File: src/rtl/dmem_access_pkg.sv
// pipes: shared types, constants and helpers for the data-memory access path.
// No ports; imported by dmem_access and load_extend.
package pipes;
    localparam int D_XLEN   = 64;
    localparam int D_ADDR_W = 64;
    localparam int D_STRB_W = D_XLEN / 8;

    typedef logic [1:0] msize_t;

    localparam msize_t MSIZE_B = 2'd0;
    localparam msize_t MSIZE_H = 2'd1;
    localparam msize_t MSIZE_W = 2'd2;
    localparam msize_t MSIZE_D = 2'd3;

    typedef enum logic [1:0] {IDLE, REQ, DONE, DRAIN} dmem_state_t;

    typedef struct packed {
        logic                valid;
        logic [D_ADDR_W-1:0] addr;
        logic                write;
        msize_t              size;
        logic [D_STRB_W-1:0] strobe;
        logic [D_XLEN-1:0]   data;
    } dbus_req_t;

    typedef struct packed {
        logic              data_ok;
        logic [D_XLEN-1:0] data;
    } dbus_resp_t;

    // Byte-lane mask of an access before it is shifted to its offset.
    function automatic logic [D_STRB_W-1:0] size_mask(msize_t s);
        return s == MSIZE_B ? 8'h01 : s == MSIZE_H ? 8'h03 : s == MSIZE_W ? 8'h0F : 8'hFF;
    endfunction

    function automatic logic is_misaligned(msize_t s, logic [2:0] off);
        return s == MSIZE_H ? off[0] : s == MSIZE_W ? |off[1:0] : s == MSIZE_D ? |off : 1'b0;
    endfunction
endpackage

File: src/rtl/load_extend.sv
// load_extend: shifts a raw bus doubleword down to its byte offset and sign/zero-extends it.
// Ports: data (raw doubleword), off (byte offset), size (access size), zext (zero-extend),
//        result (aligned, extended value). Purely combinational.
module load_extend
    import pipes::*;
#(
    parameter int XLEN = 64
) (
    input  logic [XLEN-1:0] data,
    input  logic [2:0]      off,
    input  msize_t          size,
    input  logic            zext,
    output logic [XLEN-1:0] result
);
    logic [XLEN-1:0] raw;
    logic            sign;

    assign raw  = data >> {off, 3'b000};
    assign sign = ~zext & (size == MSIZE_B ? raw[7] : size == MSIZE_H ? raw[15] : raw[31]);
    assign result = size == MSIZE_D ? raw
                  : size == MSIZE_W ? {{(XLEN-32){sign}}, raw[31:0]}
                  : size == MSIZE_H ? {{(XLEN-16){sign}}, raw[15:0]}
                  :                   {{(XLEN-8){sign}}, raw[7:0]};
endmodule

File: src/rtl/dmem_access.sv
// dmem_access: turns an execute-stage load/store into one outstanding data-bus transaction.
// Ports: clk/resetn; ex_* (access from execute), flush (kill current instruction);
//        dreq_* (bus request), dresp_* (bus response); mem_rdata (extended load data),
//        misalign (access not issued), stall (hold execute and upstream).
module dmem_access
    import pipes::*;
#(
    parameter int XLEN   = 64,
    parameter int ADDR_W = 64
) (
    input  logic                clk,
    input  logic                resetn,
    input  logic                ex_valid,
    input  logic                ex_memread,
    input  logic                ex_memwrite,
    input  logic [ADDR_W-1:0]   ex_addr,
    input  logic [XLEN-1:0]     ex_wdata,
    input  msize_t              ex_msize,
    input  logic                ex_unsigned,
    input  logic                flush,
    output logic                dreq_valid,
    output logic [ADDR_W-1:0]   dreq_addr,
    output logic                dreq_write,
    output msize_t              dreq_size,
    output logic [XLEN/8-1:0]   dreq_strobe,
    output logic [XLEN-1:0]     dreq_data,
    input  logic                dresp_data_ok,
    input  logic [XLEN-1:0]     dresp_data,
    output logic [XLEN-1:0]     mem_rdata,
    output logic                misalign,
    output logic                stall
);
    dmem_state_t       state, state_n;
    dbus_req_t         req_q;
    logic              req_zext;
    logic [XLEN-1:0]   rdata_q, ext;
    logic [XLEN/8-1:0] strobe;
    logic [2:0]        off;
    logic              start, issue, latch;

    assign off      = ex_addr[2:0];
    assign misalign = is_misaligned(ex_msize, off);
    assign start    = ex_valid & (ex_memread | ex_memwrite) & ~misalign & ~flush;
    assign strobe   = ex_memwrite ? size_mask(ex_msize) << off : '0;

    always_comb begin
        state_n = state;
        stall   = 1'b0;
        issue   = 1'b0;
        latch   = 1'b0;
        unique case (state)
            IDLE: begin
                stall = start;
                issue = start;
                if (start) state_n = REQ;
            end
            REQ: begin
                stall = 1'b1;
                // data_ok beats flush; the pipeline discards the flushed result itself.
                if (dresp_data_ok) begin
                    state_n = DONE;
                    latch   = 1'b1;
                end else if (flush) begin
                    state_n = DRAIN;
                end
            end
            DONE: state_n = IDLE;
            DRAIN: begin
                // The bus still owes a response; a new access waits for IDLE.
                stall = start;
                if (dresp_data_ok) state_n = IDLE;
            end
            default: state_n = IDLE;
        endcase
    end

    always_ff @(posedge clk or negedge resetn) begin
        if (!resetn) state <= IDLE;
        else         state <= state_n;
    end

    // dreq_valid is kept as a register so the bus sees a glitch-free request.
    always_ff @(posedge clk or negedge resetn) begin
        if (!resetn) begin
            req_q    <= '0;
            req_zext <= 1'b0;
        end else if (issue) begin
            req_q    <= '{valid: 1'b1, addr: ex_addr, write: ex_memwrite, size: ex_msize,
                          strobe: strobe, data: ex_wdata << {off, 3'b000}};
            req_zext <= ex_unsigned;
        end else if ((state == REQ || state == DRAIN) && dresp_data_ok) begin
            req_q.valid <= 1'b0;
        end
    end

    always_ff @(posedge clk or negedge resetn) begin
        if (!resetn)                    rdata_q <= '0;
        else if (latch && !req_q.write) rdata_q <= ext;
    end

    load_extend #(.XLEN(XLEN)) u_ext (
        .data   (dresp_data),
        .off    (req_q.addr[2:0]),
        .size   (req_q.size),
        .zext   (req_zext),
        .result (ext)
    );

    assign dreq_valid  = req_q.valid;
    assign dreq_addr   = req_q.addr;
    assign dreq_write  = req_q.write;
    assign dreq_size   = req_q.size;
    assign dreq_strobe = req_q.strobe;
    assign dreq_data   = req_q.data;
    assign mem_rdata   = rdata_q;
endmodule

File: config.mk
export PLATFORM = sky130hd
export DESIGN_NAME = dmem_access
export DESIGN_NICKNAME = d
export VERILOG_FILES = /design/src/rtl/dmem_access_pkg.sv /design/src/rtl/load_extend.sv /design/src/rtl/dmem_access.sv
export SDC_FILE = /design/constraint.sdc
export NUM_CORES = 1
export LEC_CHECK = 0
export BUFFER_PORTS_ARGS = -buffer_cell sky130_fd_sc_hd__buf_2
export CELL_PAD_IN_SITES_DETAIL_PLACEMENT = 0
export CELL_PAD_IN_SITES_GLOBAL_PLACEMENT = 1
export CORE_ASPECT_RATIO = 1.4
export CORE_MARGIN = 4
export CORE_UTILIZATION = 42
export DETAILED_ROUTE_END_ITERATION = 10
export PLACE_DENSITY = 0.92
export SETUP_SLACK_MARGIN = 0.4
export SLEW_MARGIN = 40
export SYNTH_ARGS = -nofsm -noshare
export SYNTH_HDL_FRONTEND = slang
export SYNTH_HIERARCHICAL = 1
export SYNTH_SLANG_ARGS = --single-unit
File: constraint.sdc
create_clock -name clk -period 4.2 [get_ports clk]
set_input_delay 0.84 -clock clk [delete_from_list [all_inputs] [get_ports clk]]
set_output_delay 0.84 -clock clk [all_outputs]
set_load 0.01 [all_outputs]
==> out/metrics.yaml <==
run_status:
  status: "finished clean"
layout:
  fin_nets: 1618
  drive_gt1_frac: 0.506
  syn2layout_area_growth_pct: 26.4
  layout_commonest_cell: "buf_2"
  most-common-layout-cells: "buf_2, dfrtp_1, mux2_2, mux2i_1"
critical_path:
  critPathKind: "primary input to output port"
  critPathLaunchType: "primary input"
  crit_slowest_cell: "or3_1"
  cp_cell_sequence: "buf_2 -> a211o_1 -> and2_1 -> or3_1 -> a21oi_1 -> buf_2"
  r2r-end: "mem_rdata[43]$_DFFE_PN0P_"
  worst-endpoint-required_ns: 3.36
  endpoint_kind: "output port"
  crit_family: "simple AND/OR/NAND/NOR gates"
  critPathMaxFanout: 12
  r2r_start: "dreq_addr[1]$_DFFE_PN0P_"
  cp.arrival_ns: 2.40
  reg2reg_slack_ns: 1.31
  r2r_cells: 7
  endpoint: "stall"
  worstSetupPathDepth: 6
  crit_path_start: "ex_msize[0]"
  cp_common_cell: "buf_2"
  path_buf_inv: 2
  crit_path_max_incr_delay_ns: 0.41
timing:
  fin_ws_ns: 0.957
  rsz0062_at_grt: "false"
  clock_skew_ns: 0.0157
  tightest_slew_ns: 0.810
  period_needed_ns: 3.24
  setup_tns_ns: 0
  fmax_mhz: 308
  period_share: 0.772
  relSlewSlack: 0.459
  slew_viol_final: 0
  finalSetupViolCount: 0
  hold_violations: 0
cts:
  cts.sinks: 207
  tritoncts: "built"
  clockBufferDepth: 3
  ctsRootBufferMaster: "clkbuf_16"
  clk_latency_ns: 0.51
  cts_resized: 0
  cts_made_buffers: 22
  postCtsHoldBufs: 0
  post_cts_buffers: 0
  clkTransAtPathRegs_ns: 0.06
  cts-htree-levels: 1
synthesis:
  synth_compound_area_frac: 0.109
  post-synth-top-area-fraction: 0.432
  synth-simple-area-share: 0.0742
  synth-xor-area-share: 0
  async_flop_share: 1.00
  synth_area_leaders: "dfrtp_1, mux2_2, mux2_4"
  synth_top_family_by_area: "multiplexers"
  synth.avg_cell_area_um2: 11.5
  synth_cell_types: 52
  synth-main-ff-cell: "dfrtp_1"
  yosysWarnings: 6
  synth_area_leader_cell: "dfrtp_1"
  synth_mux_area_frac: 0.334
  synth_area_um2: 12000
  synthAdderAreaFrac: 0.00521
  synth_nets: 1250
  synth_edf_count: 0
  ys_ff_latch: 207
  synthCells: 1043
  ys_seq_area_frac: 0.432
power_and_ir_drop:
  swShare: 0.386
  pwr-share-comb: 0.475
  clkPwrFrac: 0.204
  vdd_drop_max_mv: 0.376
  power-per-cell-area_nw_per_um2: 733
  power_frac_seq: 0.320
  total_power_mw: 11.1
  intPower_mw: 6.83
  leakagePower_nw: 7.85
  netSwitchingPower_mw: 4.29
route:
  wl_per_cell_um: 22.7
  drc: 0
  dr_wl_met3_um: 3420
  routed_wl_um: 40900
  dr.max_layer_used: "met5"
  wl_met1_um: 13900
  dr_wl_met2_um: 20500
  vias: 10104
  via_per_inst: 5.61
  drtPass1Iterations: 5
  dr.first_iter.drc_count: 596
  antenna_left: 0
floorplanning:
  rows: 73
  io_pins: 408
  die_x_um: 151
  start_util: 0.424
  die_area_um2: 31400
  die_y_um: 208
  core-area_um2: 28300
global_routing:
  grt_overflow_total: 0
  grt_antenna_before_repair: 2
  grt_use_total: 0.253
  grt_pass1_wl_um: 61600
  grt_pass1_vias: 10621
  grt_start_max_net_pins: 73
run:
  cap_violations: 0
placed_design:
  portBuffers: 407
  dp_hpwl_um: 31200
  pre_cts_slack_ns: 1.00
  place_congestion: 0.999
worst_hold_path:
  hold_path.class: "primary input to async pin"
-- cell usage after synthesis (2+ instances only) --
cell type    n
nor2_1      62
a22oi_1      8
o21ai_0     73
mux4_2      15
a31oi_1      7
mux2_4      73
nand3_1      3
o211ai_1     3
inv_1       26
a221oi_1     8
nand2b_1    14
a21oi_1     19
mux2i_1     91
o2bb2ai_1    9
o32ai_1      9
buf_6       12
o22ai_1      9
buf_1        7
and3_1       7
clkbuf_1    40
or2_2        8
o31ai_1     10
or3_1        4
nand4_1      2
o21a_1       3
ha_1         5
o21ai_1      3
dfrtp_1    207
mux2_2     148
nor2b_1     17
a211oi_1    21
buf_2       23
a21o_1      10
nand2_1     69
-- area by class of cell --
| type | instances | area (um^2) |
|---|---|---|
| Fill cell | 2528 | 13100 |
| Multi-Input combinational cell | 724 | 6290 |
| Sequential cell | 207 | 5180 |
| Timing Repair Buffer | 428 | 2280 |
| Clock buffer | 29 | 628 |
| Tap cell | 375 | 469 |
| Clock inverter | 10 | 218 |
| Inverter | 28 | 105 |
| Antenna cell | 1 | 2.50 |
-- worst reg2reg max path, delay by kind of cell (launching register included) --
family          cells  cell delay (ns)
compound gates      2             0.50
simple gates        1             0.07
flops               1             0.77
mux                 2             0.80
buf+inv             2             0.64
-- per-layer routing --
layer	track usage	up-vias
met5	0	-
met4	0.167	2
met3	0.0497	140
met2	0.435	539
met1	0.278	4912
li1	-	4511
-- power groups by stage --
stage	Clock, mW	Sequential, mW	Combinational, mW
after CTS	2.34	3.55	5.30
after global routing	2.43	3.67	5.67
after detailed placement	0	3.56	5.29
after floorplan	0	3.88	2.87
after global placement	0	3.54	5.17
final	2.27	3.56	5.29
-- through the flow --
step | hold slack [ns] | cells | cell area, um^2 | util
2_1_floorplan | 0.509 | 1043 | 12000 | -
3_3_place_gp | 0.457 | 1762 | 14300 | 0.506
3_5_place_dp | 0.468 | 1762 | 14300 | 0.506
4_1_cts | 0.347 | 1801 | 15200 | 0.536
5_1_grt | 0.374 | 1802 | 15200 | 0.536
6_report | 0.338 | 1802 | 15200 | 0.536
-- registers in the layout (all words and copies together) (netlist names) --
register     count
dreq_write       1
dreq_data       64
req_zext         1
mem_rdata       64
state            2
dreq_size        2
dreq_valid       1
dreq_addr       64
dreq_strobe      8
-- how the worst min path moves through the flow --
| stage | start | cells past startpoint | endpoint | slack (ns) |
|---|---|---|---|---|
| 2_1_floorplan | dreq_valid$_DFFE_PN0P_ | 2 | dreq_valid$_DFFE_PN0P_ | 0.51 |
| 3_3_place_gp | dreq_valid$_DFFE_PN0P_ | 2 | dreq_valid$_DFFE_PN0P_ | 0.46 |
| 3_5_place_dp | dreq_valid$_DFFE_PN0P_ | 2 | dreq_valid$_DFFE_PN0P_ | 0.47 |
| 4_1_cts | resetn | 1 | mem_rdata[28]$_DFFE_PN0P_ | 0.35 |
| 5_1_grt | resetn | 1 | mem_rdata[28]$_DFFE_PN0P_ | 0.37 |
| 6_report | resetn | 1 | mem_rdata[28]$_DFFE_PN0P_ | 0.34 |
-- cells by family after synthesis --
group | count (synthesis)
muxes | 327
DFF | 207
AOI/OAI and AO/OA | 201
and+or+nand+nor | 191
buffers and inverters | 112
adders and majority gates | 5
Power figures use the tool's default switching activity.
